## src/rtl/vec_lane_sequencer.sv

```systemverilog
// Lane sequencer: streams 16-bit lanes of a vector op through one shared pipelined FP unit.
// Optional macro VDOT_EN compiles in the VDOT serial reduction (REDUCE state, accumulator).
module vec_lane_sequencer #(
   parameter int LANES = 16
) (
   input  logic                  clk,
   input  logic                  rst,
   input  logic                  start,
   input  logic [3:0]            opcode,
   input  logic [LANES*16-1:0]   op_1,
   input  logic [LANES*16-1:0]   op_2,
   output logic                  busy,
   output logic                  done,
   output logic                  err,
   output logic [LANES*16-1:0]   result,
   output logic                  fu_valid,
   output logic                  fu_mul,
   output logic [15:0]           fu_a,
   output logic [15:0]           fu_b,
   input  logic                  fu_rvalid,
   input  logic [15:0]           fu_rdata
);

   localparam int CW = $clog2(LANES) + 1;
   localparam int VW = LANES * 16;
   localparam logic [3:0] OP_VADD = 4'b0000;
   localparam logic [3:0] OP_SMUL = 4'b0010;
`ifdef VDOT_EN
   localparam logic [3:0] OP_VDOT = 4'b0001;
`endif
   localparam logic [CW-1:0] CNT_ZERO = {CW{1'b0}};
   localparam logic [CW-1:0] CNT_ONE  = {{(CW-1){1'b0}}, 1'b1};
   localparam logic [CW-1:0] CNT_LAST = CW'(LANES - 1);
   localparam logic [CW-1:0] CNT_FULL = CW'(LANES);

   typedef enum logic [2:0] {
      S_IDLE   = 3'd0,
      S_ISSUE  = 3'd1,
      S_DRAIN  = 3'd2,
`ifdef VDOT_EN
      S_REDUCE = 3'd3,
`endif
      S_FIN    = 3'd4
   } state_t;

   function automatic logic [15:0] lane_get(input logic [VW-1:0] v, input logic [CW-1:0] idx);
      lane_get = 16'h0000;
      for (int i = 0; i < LANES; i++) begin
         lane_get = (idx == CW'(i)) ? v[i*16 +: 16] : lane_get;
      end
   endfunction

   function automatic logic [VW-1:0] lane_set(input logic [VW-1:0] v, input logic [CW-1:0] idx,
                                             input logic [15:0] d);
      lane_set = v;
      for (int i = 0; i < LANES; i++) begin
         lane_set[i*16 +: 16] = (idx == CW'(i)) ? d : lane_set[i*16 +: 16];
      end
   endfunction

   function automatic logic op_supported(input logic [3:0] op);
`ifdef VDOT_EN
      op_supported = (op == OP_VADD) || (op == OP_SMUL) || (op == OP_VDOT);
`else
      op_supported = (op == OP_VADD) || (op == OP_SMUL);
`endif
   endfunction

   state_t         state_r, state_nxt_s;
   logic [3:0]     opc_r, opc_nxt_s;
   logic [VW-1:0]  a_r, a_nxt_s, b_r, b_nxt_s;
   logic [CW-1:0]  icnt_r, icnt_nxt_s, rcnt_r, rcnt_nxt_s;
   logic [VW-1:0]  result_r, result_nxt_s;
   logic           busy_r, busy_nxt_s, done_r, done_nxt_s, err_r, err_nxt_s;
   logic           fu_valid_r, fu_valid_nxt_s, fu_mul_r, fu_mul_nxt_s;
   logic [15:0]    fu_a_r, fu_a_nxt_s, fu_b_r, fu_b_nxt_s;
`ifdef VDOT_EN
   logic [CW-1:0]  kcnt_r, kcnt_nxt_s;
   logic [15:0]    acc_r, acc_nxt_s;
   logic           pend_r, pend_nxt_s;
`endif

   // Next-state and next-output computation for the sequencer FSM.
   always_comb begin
      state_nxt_s    = state_r;
      opc_nxt_s      = opc_r;
      a_nxt_s        = a_r;
      b_nxt_s        = b_r;
      icnt_nxt_s     = icnt_r;
      rcnt_nxt_s     = rcnt_r;
      result_nxt_s   = result_r;
      done_nxt_s     = 1'b0;
      err_nxt_s      = 1'b0;
      fu_valid_nxt_s = 1'b0;
      fu_mul_nxt_s   = fu_mul_r;
      fu_a_nxt_s     = fu_a_r;
      fu_b_nxt_s     = fu_b_r;
`ifdef VDOT_EN
      kcnt_nxt_s     = kcnt_r;
      acc_nxt_s      = acc_r;
      pend_nxt_s     = pend_r;
`endif

      // In-order response capture overlaps issue; responses seen elsewhere are dropped.
      if ((state_r == S_ISSUE || state_r == S_DRAIN) && fu_rvalid && (rcnt_r != CNT_FULL)) begin
         result_nxt_s = lane_set(result_r, rcnt_r, fu_rdata);
         rcnt_nxt_s   = rcnt_r + CNT_ONE;
      end else begin
         rcnt_nxt_s   = rcnt_r;
      end

      case (state_r)
         S_IDLE: begin
            if (start) begin
               opc_nxt_s  = opcode;
               a_nxt_s    = op_1;
               b_nxt_s    = op_2;
               icnt_nxt_s = CNT_ZERO;
               rcnt_nxt_s = CNT_ZERO;
               if (op_supported(opcode)) begin
                  // Lane 0 issues straight from the inputs so there is no bubble after accept.
                  result_nxt_s   = {VW{1'b0}};
                  state_nxt_s    = S_ISSUE;
                  fu_valid_nxt_s = 1'b1;
                  fu_mul_nxt_s   = (opcode != OP_VADD);
                  fu_a_nxt_s     = op_1[15:0];
                  fu_b_nxt_s     = op_2[15:0];
                  icnt_nxt_s     = CNT_ONE;
               end else begin
                  state_nxt_s = S_FIN;
                  done_nxt_s  = 1'b1;
                  err_nxt_s   = 1'b1;
               end
            end else begin
               state_nxt_s = S_IDLE;
            end
         end
         S_ISSUE: begin
            fu_valid_nxt_s = 1'b1;
            fu_mul_nxt_s   = (opc_r != OP_VADD);
            fu_a_nxt_s     = (opc_r == OP_SMUL) ? lane_get(a_r, CNT_ZERO) : lane_get(a_r, icnt_r);
            fu_b_nxt_s     = lane_get(b_r, icnt_r);
            icnt_nxt_s     = icnt_r + CNT_ONE;
            if (icnt_r == CNT_LAST) begin
               state_nxt_s = S_DRAIN;
            end else begin
               state_nxt_s = S_ISSUE;
            end
         end
         S_DRAIN: begin
            if (rcnt_nxt_s == CNT_FULL) begin
`ifdef VDOT_EN
               if (opc_r == OP_VDOT) begin
                  state_nxt_s = S_REDUCE;
                  acc_nxt_s   = lane_get(result_nxt_s, CNT_ZERO);
                  kcnt_nxt_s  = CNT_ONE;
                  pend_nxt_s  = 1'b0;
               end else begin
                  state_nxt_s = S_FIN;
                  done_nxt_s  = 1'b1;
               end
`else
               state_nxt_s = S_FIN;
               done_nxt_s  = 1'b1;
`endif
            end else begin
               state_nxt_s = S_DRAIN;
            end
         end
`ifdef VDOT_EN
         S_REDUCE: begin
            if (!pend_r) begin
               fu_valid_nxt_s = 1'b1;
               fu_mul_nxt_s   = 1'b0;
               fu_a_nxt_s     = acc_r;
               fu_b_nxt_s     = lane_get(result_r, kcnt_r);
               pend_nxt_s     = 1'b1;
            end else if (fu_rvalid) begin
               // Each partial sum feeds the next add the same edge it arrives.
               if (kcnt_r == CNT_LAST) begin
                  result_nxt_s = {{(VW-16){1'b0}}, fu_rdata};
                  state_nxt_s  = S_FIN;
                  done_nxt_s   = 1'b1;
                  pend_nxt_s   = 1'b0;
               end else begin
                  acc_nxt_s      = fu_rdata;
                  kcnt_nxt_s     = kcnt_r + CNT_ONE;
                  fu_valid_nxt_s = 1'b1;
                  fu_mul_nxt_s   = 1'b0;
                  fu_a_nxt_s     = fu_rdata;
                  fu_b_nxt_s     = lane_get(result_r, kcnt_r + CNT_ONE);
               end
            end else begin
               state_nxt_s = S_REDUCE;
            end
         end
`endif
         S_FIN: begin
            state_nxt_s = S_IDLE;
         end
         default: begin
            state_nxt_s = S_IDLE;
         end
      endcase

      busy_nxt_s = (state_nxt_s != S_IDLE);
   end

   // State, datapath and output registers with synchronous reset.
   always_ff @(posedge clk) begin
      if (rst) begin
         state_r    <= S_IDLE;
         opc_r      <= 4'b0000;
         a_r        <= {VW{1'b0}};
         b_r        <= {VW{1'b0}};
         icnt_r     <= CNT_ZERO;
         rcnt_r     <= CNT_ZERO;
         result_r   <= {VW{1'b0}};
         busy_r     <= 1'b0;
         done_r     <= 1'b0;
         err_r      <= 1'b0;
         fu_valid_r <= 1'b0;
         fu_mul_r   <= 1'b0;
         fu_a_r     <= 16'h0000;
         fu_b_r     <= 16'h0000;
`ifdef VDOT_EN
         kcnt_r     <= CNT_ZERO;
         acc_r      <= 16'h0000;
         pend_r     <= 1'b0;
`endif
      end else begin
         state_r    <= state_nxt_s;
         opc_r      <= opc_nxt_s;
         a_r        <= a_nxt_s;
         b_r        <= b_nxt_s;
         icnt_r     <= icnt_nxt_s;
         rcnt_r     <= rcnt_nxt_s;
         result_r   <= result_nxt_s;
         busy_r     <= busy_nxt_s;
         done_r     <= done_nxt_s;
         err_r      <= err_nxt_s;
         fu_valid_r <= fu_valid_nxt_s;
         fu_mul_r   <= fu_mul_nxt_s;
         fu_a_r     <= fu_a_nxt_s;
         fu_b_r     <= fu_b_nxt_s;
`ifdef VDOT_EN
         kcnt_r     <= kcnt_nxt_s;
         acc_r      <= acc_nxt_s;
         pend_r     <= pend_nxt_s;
`endif
      end
   end

   assign busy     = busy_r;
   assign done     = done_r;
   assign err      = err_r;
   assign result   = result_r;
   assign fu_valid = fu_valid_r;
   assign fu_mul   = fu_mul_r;
   assign fu_a     = fu_a_r;
   assign fu_b     = fu_b_r;

endmodule

```

## config.mk

```make
export PLATFORM = sky130hd
export DESIGN_NAME = vec_lane_sequencer
export DESIGN_NICKNAME = d
export VERILOG_FILES = /design/src/rtl/vec_lane_sequencer.sv
export SDC_FILE = /design/constraint.sdc
export NUM_CORES = 2
export LEC_CHECK = 0
export ABC_AREA = 1
export CORE_AREA = 5 5 317 319
export CTS_CLUSTER_SIZE = 10
export DETAILED_ROUTE_END_ITERATION = 12
export DIE_AREA = 0 0 322 324
export PLACE_DENSITY = 0.64
export SYNTH_ARGS = -nofsm -noshare
export SYNTH_HDL_FRONTEND = slang
export SYNTH_SLANG_ARGS = --single-unit
```

## constraint.sdc

```tcl
create_clock -name clk -period 4.4 [get_ports clk]
set_clock_uncertainty 0.2 [all_clocks]
set_input_delay 0.88 -clock clk [delete_from_list [all_inputs] [get_ports clk]]
set_output_delay 0.88 -clock clk [all_outputs]
set_load 0.01 [all_outputs]
```

==> flow_summary.ini <==
[timing]
timing_hold_violations_final = 0
setup_viol = 0
period_needed_ns = 3.65
period_share_pct = 83.0
rsz0062_at_grt = no
fin_ws_ns = 0.746
slew_viol_final = 0
hold_ws_ns = 0.245
slew_headroom_pct = 11.1
worst_slew_pin_slew_ns = 1.33
tns_ns = 0
fmax_ghz = 0.274

[floorplan]
pin_count = 829
die_h_um = 324
start_util_pct = 35.2
rows = 115
coreArea_um2 = 97600
die_area_um2 = 104000
die_w_um = 322

[yosys]
yosys_warnings = 0
ys_types = 41
yosysTopAreaCell = dfxtp_1
ys_top_cells_by_area = dfxtp_1 (48%), nor2_1 (13%), o21ai_0 (11%)
avgSynthCellArea_um2 = 6.98
synth_top_area_share_pct = 47.9
seq_area_frac_synth_pct = 47.9
netlist_area_um2 = 34400
postSynthCellCount = 4923
synth_edf_count = 0
syn-num-nets = 5469
netlist_top_cells_count = nor2_1 (1,209), dfxtp_1 (822), o21ai_0 (728)
synth-main-ff-cell = dfxtp_1
synth_seq_cells = 822
yosysMostFrequentCell = nor2_1
async_flop_share_pct = 0

[worst_setup_path]
end_kind = flop
critical_path_class = flop to flop
path_cells = inv_1 > ha_1 > inv_1 > nor2_1 > nand2_2 > buf_4 > nand2_1 > a21oi_1 > o21bai_1 > nand2_1 > nand2_1 > nand3_1 > nand4_1 > nand3_1 > nand3_1 > nand2_1 > nand3_1 > nand2_1 > nand2_1 > nand2_1 > nand2_1 > nand2_1 > nand2_1
required_ns = 4.76
cpPeakStageDelay_ns = 0.41
critPathLaunchType = flop
critPathSlowestCell = dfxtp_1
critical_path.top_delay_family = simple AND/OR/NAND/NOR gates
worstPathMaxFanout = 21
cpMostUsedCell = nand2_1
cp.arrival_ns = 4.01
cp_num_buf_inv = 3

[placed_design]
io_buffer_count = 828
post-dp-hpwl_um = 118000
gp_congestion = 0.943
dp_slack_ns = 0.673
placed_area_um2 = 43700

[routing]
drtIter0Drc = 3603
drc_errors = 0
firstDrtPassIters = 5
wire_per_inst_um = 22.6
antenna_left = 0
wirelength_um = 157000
viasPerCell = 5.14
dr_total_vias = 35502

[grt]
antenna_found_initial = 29
grt_max_degree = 235
grt_use_total_pct = 28.4
grt_pass1_vias = 33055
overflow = 0
grt_pass1_wl_um = 223000

[run_status]
outcome = finished, final reports clean

[cells_and_area]
layout.nets = 6120
area_growth_pct = 35.0
fin_util_pct = 47.6
drive_gt1_share_pct = 5.03
n_fill_cell = 9841
postLayoutCellArea_um2 = 46400

[clocking]
cts.clk_slew.worst_paths_ns = 0.05
postCtsSetupRepairBufs = 0
htree_levels = 3
cts.sinks = 822
clock_latency_ns = 0.67
clockRootBuffer = clkbuf_16
cts_buffer_depth = 3
cts_buffers = 95
cts_resized = 0
cts_tree = done
ctsHoldBuffers = 0

[power_and_ir_drop]
powerDensity_nw_per_um2 = 374
leakagePower_nw = 18.3
vdd_drop_max_uv = 263

[worst_hold_path]
hold_path_class = flop to flop

[run]
maxCapViolCount = 0
==> flip-flops by register name, summed over array words and instances (netlist names) <==
register and count:
a_r 256, b_r 256, busy 1, done 1, err 1, fu_a 16
fu_b 16, fu_mul 1, fu_valid 1, icnt_r 5, opc_r 4, rcnt_r 5
result 256, state_r 3
==> routing by layer <==
layer / track usage [%] / part of all wire (%) / up-vias
met2: 45.0 / 45 / 1640
met3: 6.18 / 8.5 / 321
met1: 37.0 / 41 / 16485
li1: - / - / 17044
met5: 0 / 0.042 / -
met4: 13.8 / 5.3 / 12
==> logic make-up after synthesis <==
group | synth area share, %
buffers and inverters | 8.76
DFF | 47.9
AOI/OAI and AO/OA | 16.4
xor gates and xnor gates | 0.0765
and+or+nand+nor | 26.5
adders and majority gates | 0.364
==> layout by cell type (no fill, tap or decap), types with 3 or more instances in the layout <==
| cell | netlist | layout |
|---|---|---|
| buf_4 | 2 | 70 |
| clkbuf_16 | 0 | 96 |
| nand2_2 | 5 | 6 |
| clkbuf_8 | 0 | 6 |
| or2_0 | 3 | 3 |
| nand4_1 | 9 | 9 |
| nor2_1 | 1209 | 1204 |
| a211oi_1 | 16 | 16 |
| inv_1 | 408 | 407 |
| clkinv_2 | 0 | 3 |
| o21ai_0 | 728 | 728 |
| ha_1 | 10 | 10 |
| clkdlybuf4s50_1 | 0 | 828 |
| nand3_1 | 164 | 163 |
| o21ba_2 | 10 | 10 |
| o21bai_1 | 19 | 19 |
| or2_1 | 3 | 3 |
| inv_2 | 7 | 7 |
| a221oi_1 | 16 | 16 |
| a21oi_1 | 257 | 257 |
| clkbuf_1 | 268 | 17 |
| buf_12 | 0 | 17 |
| xor2_1 | 3 | 3 |
| o21ai_1 | 12 | 12 |
| a31oi_1 | 3 | 3 |
| or2_2 | 28 | 28 |
| nand2_1 | 544 | 542 |
| nor2_2 | 19 | 24 |
| nor2_4 | 4 | 4 |
| nor3_1 | 243 | 243 |
| dfxtp_1 | 822 | 822 |
| o221ai_1 | 4 | 4 |
| diode_2 | 0 | 21 |
==> metrics by stage <==
step           total power [W]  cells
2_1_floorplan          0.00921   4923
3_3_place_gp            0.0104   6764
3_5_place_dp            0.0104   6764
4_1_cts                 0.0174   6889
5_1_grt                 0.0180   6906
6_report                0.0173   6910
==> where the power goes <==
group	leakage [nW]	internal [W]	total, W	switching, W
registers	6.75	0.00788	0.00810	0.000227
logic	10.2	0.000875	0.00216	0.00129
clock network	1.28	0.00400	0.00706	0.00307
total	18.3	0.0128	0.0173	0.00458
==> worst paths after layout <==
check	from	to	slack (ns)	depth (start not counted)
worst max-delay path	icnt_r[0]	fu_a[15]	0.75	23
worst min-delay path	a_r[81]	a_r[81]	0.24	2
worst max register to register	icnt_r[0]	fu_a[15]	0.75	23
worst min register to register	a_r[81]	a_r[81]	0.24	2
==> area by class of cell <==
cell class / instances / area (µm²) / area share (%)
clock inverter: 6 / 60.1 / 0.129
multi-input combinational: 3322 / 14900 / 32.2
tap: 1287 / 1610 / 3.47
inverter: 418 / 1580 / 3.41
timing repair buffer: 915 / 9150 / 19.7
antenna: 21 / 52.6 / 0.113
clock buffer: 119 / 2550 / 5.49
sequential: 822 / 16500 / 35.5
==> worst min-delay path, stage by stage (launching register included) <==
cell and delay, ns:
dfxtp_1 0.29, inv_1 0.05, a21oi_1 0.05
No activity file was read; power rests on OpenSTA's default activity.
